===== config.mk =====
export PLATFORM = sky130hd
export DESIGN_NAME = pwm_motor_driver
export DESIGN_NICKNAME = d
export VERILOG_FILES = /design/src/rtl/pwm_motor_driver.sv
export SDC_FILE = /design/constraint.sdc
export NUM_CORES = 1
export LEC_CHECK = 0
export CORE_MARGIN = 4
export CORE_UTILIZATION = 30
export DETAILED_ROUTE_END_ITERATION = 8
export PLACE_DENSITY = 0.57
export SLEW_MARGIN = 10
export SYNTH_ARGS = -nofsm -noshare
export SYNTH_HDL_FRONTEND = slang
export SYNTH_SLANG_ARGS = --single-unit
export TNS_END_PERCENT = 1

===== constraint.sdc =====
create_clock -name clk -period 3.5 [get_ports clk]
set_clock_uncertainty 0.1 [all_clocks]
set_input_delay 0.875 -clock clk [delete_from_list [all_inputs] [get_ports clk]]
set_output_delay 0.875 -clock clk [all_outputs]
set_load 0.1 [all_outputs]

===== src/rtl/pwm_motor_driver.sv =====
// Motor-side operator interface: switch synchronisers, STANDBY/RUN/HOLD control,
// duty level 0-9, period-aligned PWM output and an active-low gfedcba level readout.
module pwm_motor_driver #(
    parameter int unsigned PERIOD_CYCLES = 100,
    parameter int unsigned START_LEVEL   = 5
) (
    input  logic       clk,
    input  logic       rst,
    input  logic       swt_start_stop,
    input  logic       swt_increase,
    input  logic       swt_decrease,
    output logic       motor_pwm,
    output logic       motor_running,
    output logic [3:0] level,
    output logic [6:0] display
);

    localparam int unsigned CW   = $clog2(PERIOD_CYCLES);
    localparam int unsigned STEP = PERIOD_CYCLES / 10;

    localparam logic [CW-1:0] CNT_LAST  = CW'(PERIOD_CYCLES - 1);
    localparam logic [CW-1:0] STEP_C    = CW'(STEP);
    localparam logic [3:0]    START_LVL = 4'(START_LEVEL);
    localparam logic [3:0]    MAX_LVL   = 4'd9;

    typedef enum logic [1:0] {
        STANDBY,
        RUN,
        HOLD
    } state_t;

    state_t state, state_next;

    // start_stop is consumed as a level, so it only needs the two metastability flops
    logic ss_s1, ss_s2;
    logic inc_s1, inc_s2, inc_s3;
    logic dec_s1, dec_s2, dec_s3;
    logic inc_pulse, dec_pulse, both_held;

    logic [3:0]    level_q, level_next;
    logic [3:0]    duty_q, duty_eff;
    logic [CW-1:0] cnt, cnt_next;
    logic [CW-1:0] duty_ext, threshold;
    logic          pwm_next;
    logic [6:0]    seg_next;

    always_ff @(posedge clk or posedge rst) begin
        if (rst) begin
            ss_s1  <= 1'b0;
            ss_s2  <= 1'b0;
            inc_s1 <= 1'b0;
            inc_s2 <= 1'b0;
            inc_s3 <= 1'b0;
            dec_s1 <= 1'b0;
            dec_s2 <= 1'b0;
            dec_s3 <= 1'b0;
        end else begin
            ss_s1  <= swt_start_stop;
            ss_s2  <= ss_s1;
            inc_s1 <= swt_increase;
            inc_s2 <= inc_s1;
            inc_s3 <= inc_s2;
            dec_s1 <= swt_decrease;
            dec_s2 <= dec_s1;
            dec_s3 <= dec_s2;
        end
    end

    assign inc_pulse = inc_s2 & ~inc_s3;
    assign dec_pulse = dec_s2 & ~dec_s3;
    assign both_held = inc_s2 & dec_s2;

    always_comb begin
        state_next = state;
        unique case (state)
            STANDBY: begin
                if (ss_s2) state_next = RUN;
            end
            RUN: begin
                if (!ss_s2)         state_next = STANDBY;
                else if (both_held) state_next = HOLD;
            end
            HOLD: begin
                if (!ss_s2)          state_next = STANDBY;
                else if (!both_held) state_next = RUN;
            end
            default: state_next = STANDBY;
        endcase
    end

    // Level decisions look at the next state so a stop wins over a coincident
    // press, and a press that coincides with entering HOLD is ignored.
    always_comb begin
        level_next = level_q;
        if (state_next == STANDBY) begin
            level_next = '0;
        end else if (state == STANDBY) begin
            level_next = START_LVL;
        end else if (state == RUN && state_next == RUN) begin
            if (inc_pulse && !dec_pulse && level_q != MAX_LVL) begin
                level_next = level_q + 4'd1;
            end else if (dec_pulse && !inc_pulse && level_q != 4'd0) begin
                level_next = level_q - 4'd1;
            end
        end
    end

    always_comb begin
        cnt_next = cnt + CW'(1);
        if (state == STANDBY || state_next == STANDBY) begin
            cnt_next = '0;
        end else if (cnt == CNT_LAST) begin
            cnt_next = '0;
        end
    end

    // The shadow is transparent at cnt == 0 so the new duty governs the very
    // first cycle of the period it was loaded for.
    assign duty_eff  = (cnt == '0) ? level_q : duty_q;
    assign duty_ext  = CW'(duty_eff);
    assign threshold = duty_ext * STEP_C;
    assign pwm_next  = (state_next == RUN) && (cnt < threshold);

    always_comb begin
        seg_next = 7'b1111111;
        unique case (level_q)
            4'd0:    seg_next = 7'b1000000;
            4'd1:    seg_next = 7'b1111001;
            4'd2:    seg_next = 7'b0100100;
            4'd3:    seg_next = 7'b0110000;
            4'd4:    seg_next = 7'b0011001;
            4'd5:    seg_next = 7'b0010010;
            4'd6:    seg_next = 7'b0000010;
            4'd7:    seg_next = 7'b1111000;
            4'd8:    seg_next = 7'b0000000;
            4'd9:    seg_next = 7'b0010000;
            default: seg_next = 7'b1111111;
        endcase
    end

    always_ff @(posedge clk or posedge rst) begin
        if (rst) begin
            state         <= STANDBY;
            level_q       <= '0;
            cnt           <= '0;
            duty_q        <= '0;
            motor_pwm     <= 1'b0;
            motor_running <= 1'b0;
            display       <= 7'b1000000;
        end else begin
            state         <= state_next;
            level_q       <= level_next;
            cnt           <= cnt_next;
            duty_q        <= duty_eff;
            motor_pwm     <= pwm_next;
            motor_running <= (state != STANDBY);
            display       <= seg_next;
        end
    end

    assign level = level_q;

endmodule


==> results.json <==
{
  "grt_pass1_wl_mm": 5.71,
  "maxSlewHeadroom": 0.458,
  "io_pins": 18,
  "coreArea_mm2": 0.00554,
  "die_y_um": 83.9,
  "ant_nets": 0,
  "yosys_warnings": 0,
  "netlist-cell-type-count": 39,
  "routabilityCongestion": 0.791,
  "switching_share": 0.384,
  "wl_met3_um": 181,
  "tns_ps": 0,
  "worst_pin_slew_ps": 812,
  "synthTopCellsByArea": "dfrtp_1 (48%), ha_1 (11%), nand2_1 (3.7%), nor2_1 (3.7%), xnor2_1 (2.5%)",
  "htree_levels": 2,
  "p_switching_uw": 420,
  "cts_tree": "done",
  "diodes": 0,
  "fin_crit_sh": 0.935,
  "synth_top_cell_by_area": "dfrtp_1",
  "finalSetupViolCount": 0,
  "hp-start": "dec_s1",
  "hold_slack_ps": 250,
  "vias_per_cell": 4.49,
  "rsz0062_at_grt": "false",
  "p_total_mw": 1.09,
  "cts.hold.buffers_added": 0,
  "cts-buffers-inserted": 5,
  "ctsResizeCount": 0,
  "wirelength_mm": 3.36,
  "synthAdderAreaFrac": 0.132,
  "overflow": 0,
  "grt_pass1_vias": 1179,
  "first_pass_iters": 4,
  "numClockSinks": 34,
  "clk_latency_ps": 290,
  "yosysSeqAreaShare": 0.493,
  "antenna_found_initial": 0,
  "hold_depth": 0,
  "status": "finished, final reports clean",
  "syn_nets": 187,
  "crit_arrival_ps": 3350,
  "dieArea_mm2": 0.00703,
  "rows": 27,
  "max_freq_mhz": 306,
  "synth_cells": 165,
  "dr.max_layer_used": "met4",
  "synth_top_family_by_area": "simple AND/OR/NAND/NOR gates",
  "cts_setup_buffers": 0,
  "synthesis.area_mm2": 0.00173,
  "dp_hpwl_mm": 2.49,
  "ys_ff_latch": 34,
  "r2r.worst_path.cells": 12,
  "initial_core_util": 0.312,
  "synthXorXnorAreaFrac": 0.0507,
  "drive_above_1_share": 0.187,
  "root_buffer": "clkbuf_8",
  "grt_max_degree": 23,
  "vias": 1189,
  "startpoint": "cnt[2]",
  "worstPathRequired_ps": 3580,
  "drv_slew": 0,
  "dr_wl_met2_mm": 1.52,
  "hold_viol": 0,
  "clkPwrFrac": 0.279,
  "p_comb_frac": 0.306,
  "place.port_buffers": 17,
  "seqPwrFrac": 0.415,
  "avgSynthCellArea_um2": 10.5,
  "worstSetupStartpointType": "register",
  "ir_drop_v": 0.000255,
  "fill_cells": 563,
  "layout_min_cycle_time_ps": 3270,
  "synth_simple_gate_area_share": 0.191,
  "holdCritPathClass": "register to register",
  "drc": 0,
  "syn2layout_area_growth_pct": 20.4,
  "worstReg2RegStart": "cnt[2]",
  "p_int_uw": 675,
  "drt_iter0_markers": 60,
  "track_usage": 0.104,
  "final_core_util": 0.375,
  "synth_compound_gate_area_share": 0.0783,
  "cts.path.max_buffers": 2,
  "path_max_fanout": 8,
  "p_leak_nw": 0.972,
  "p_per_area_mw_per_mm2": 527,
  "cp-end-kind": "register",
  "muxShareOfSynthArea": 0.0188,
  "wl_per_cell_um": 12.7,
  "synth_top_area_frac": 0.478,
  "die_width_um": 83.9,
  "wl_met1_mm": 1.62,
  "clkTransAtPathRegs_ps": 70,
  "worst-setup-path-type": "register to register",
  "fin_nets": 214,
  "cap_violations": 0
}
cell usage after synthesis:
cell type,count
dfrtp_1,33
nand2_1,17
nor2_1,17
ha_1,15
inv_1,11
a21oi_1,7
nand3_1,7
o21ai_1,5
xnor2_1,5
xor2_1,5
and2_1,3
inv_2,3
nand2b_1,3
nand4_1,3
a21o_1,2
and3_1,2
fa_1,2
mux2_2,2
nor2b_1,2
o21ai_0,2
a211oi_1,1
and3b_1,1
and4_1,1
buf_2,1
clkbuf_1,1
dfstp_2,1
mux2i_1,1
nand3_4,1
nand3b_1,1
nor3_1,1
nor3_4,1
nor4_1,1
o2111ai_1,1
o211ai_1,1
o21a_1,1
o221ai_1,1
o311a_1,1
or2_1,1
or4b_1,1
sequential cells by signal, indices dropped and copies added (netlist names):
| signal | flops |
|---|---|
| motor_running | 1 |
| cnt | 7 |
| dec_s2 | 1 |
| ss_s1 | 1 |
| dec_s1 | 1 |
| inc_s1 | 1 |
| state | 2 |
| inc_s2 | 1 |
| motor_pwm | 1 |
| inc_s3 | 1 |
| dec_s3 | 1 |
| ss_s2 | 1 |
| level | 4 |
| display | 7 |
| duty_q | 4 |
per-layer routing:
| layer | track usage | vias up |
|---|---|---|
| met5 | 0 | - |
| met3 | 0.0395 | 4 |
| li1 | - | 616 |
| met4 | 0.0409 | 0 |
| met2 | 0.155 | 23 |
| met1 | 0.137 | 546 |
cell usage in the layout, fill, tap and decap left out, drive strengths merged, types with 3 or more instances in the layout:
cell	Yosys	layout
dfrtp	33	33
buf	1	18
nor2	17	17
nand2	17	17
ha	15	15
inv	14	14
nand3	8	8
a21oi	7	7
clkbuf	1	7
o21ai	7	7
xor2	5	5
xnor2	5	5
clkdlybuf4s50	0	4
nand2b	3	3
nand4	3	3
and2	3	3
area by class of cell:
| class | instances | area [µm²] | share of cell area |
|---|---|---|---|
| inverters | 14 | 52.6 | 0.0253 |
| repair buffers | 22 | 175 | 0.0843 |
| clock buffers | 7 | 86.3 | 0.0415 |
| clock inverters | 1 | 5.00 | 0.00241 |
| flip-flops and latches | 34 | 856 | 0.412 |
| multi-input cells | 115 | 813 | 0.391 |
| well taps | 72 | 90.1 | 0.0433 |
power by group through the flow:
stage          Sequential, mW  Combinational, mW  Clock, mW
3_3_place_gp            0.463              0.336          0
4_1_cts                 0.455              0.339      0.318
2_1_floorplan           0.613              0.109          0
6_report                0.454              0.335      0.305
5_1_grt                 0.460              0.358      0.334
3_5_place_dp            0.462              0.337          0
path summary, 6_finish.rpt:
check | to | slack [ps]
worst min register to register | dec_s2 | 250
min in group asynchronous | ss_s1 | 940
worst min-delay path | dec_s2 | 250
worst max-delay path | motor_pwm | 230
worst max register to register | motor_pwm | 230
max in group asynchronous | cnt[6] | 1730
metrics by stage:
step / worst slack, ps / area, µm² / std cells
finish: 229 / 2080 / 265
global route: 41.2 / 2080 / 265
CTS: 223 / 2080 / 265
detailed placement: 245 / 1990 / 257
global placement: 272 / 1990 / 257
floorplan: 190 / 1730 / 165
worst max-delay path, cell delays in order (launching register included):
cell and delay (ps):
dfrtp_1 470, nor3_4 270, nand3_4 150, mux2i_1 270
xnor2_1 160, ha_1 160, inv_1 40, fa_1 370
xnor2_1 150, ha_1 300, nand4_1 110, or4b_1 480
o311a_1 120
logic make-up (layout without fill, tap and decap cells):
group                      after synthesis  count (layout)
and+or+nand+nor                         63              63
buffers and inverters                   16              44
muxes                                    3               3
adders and majority gates               17              17
DFF                                     34              34
xor gates and xnor gates                10              10
AOI/OAI and AO/OA                       22              22
(Power assumes the default switching activity.)
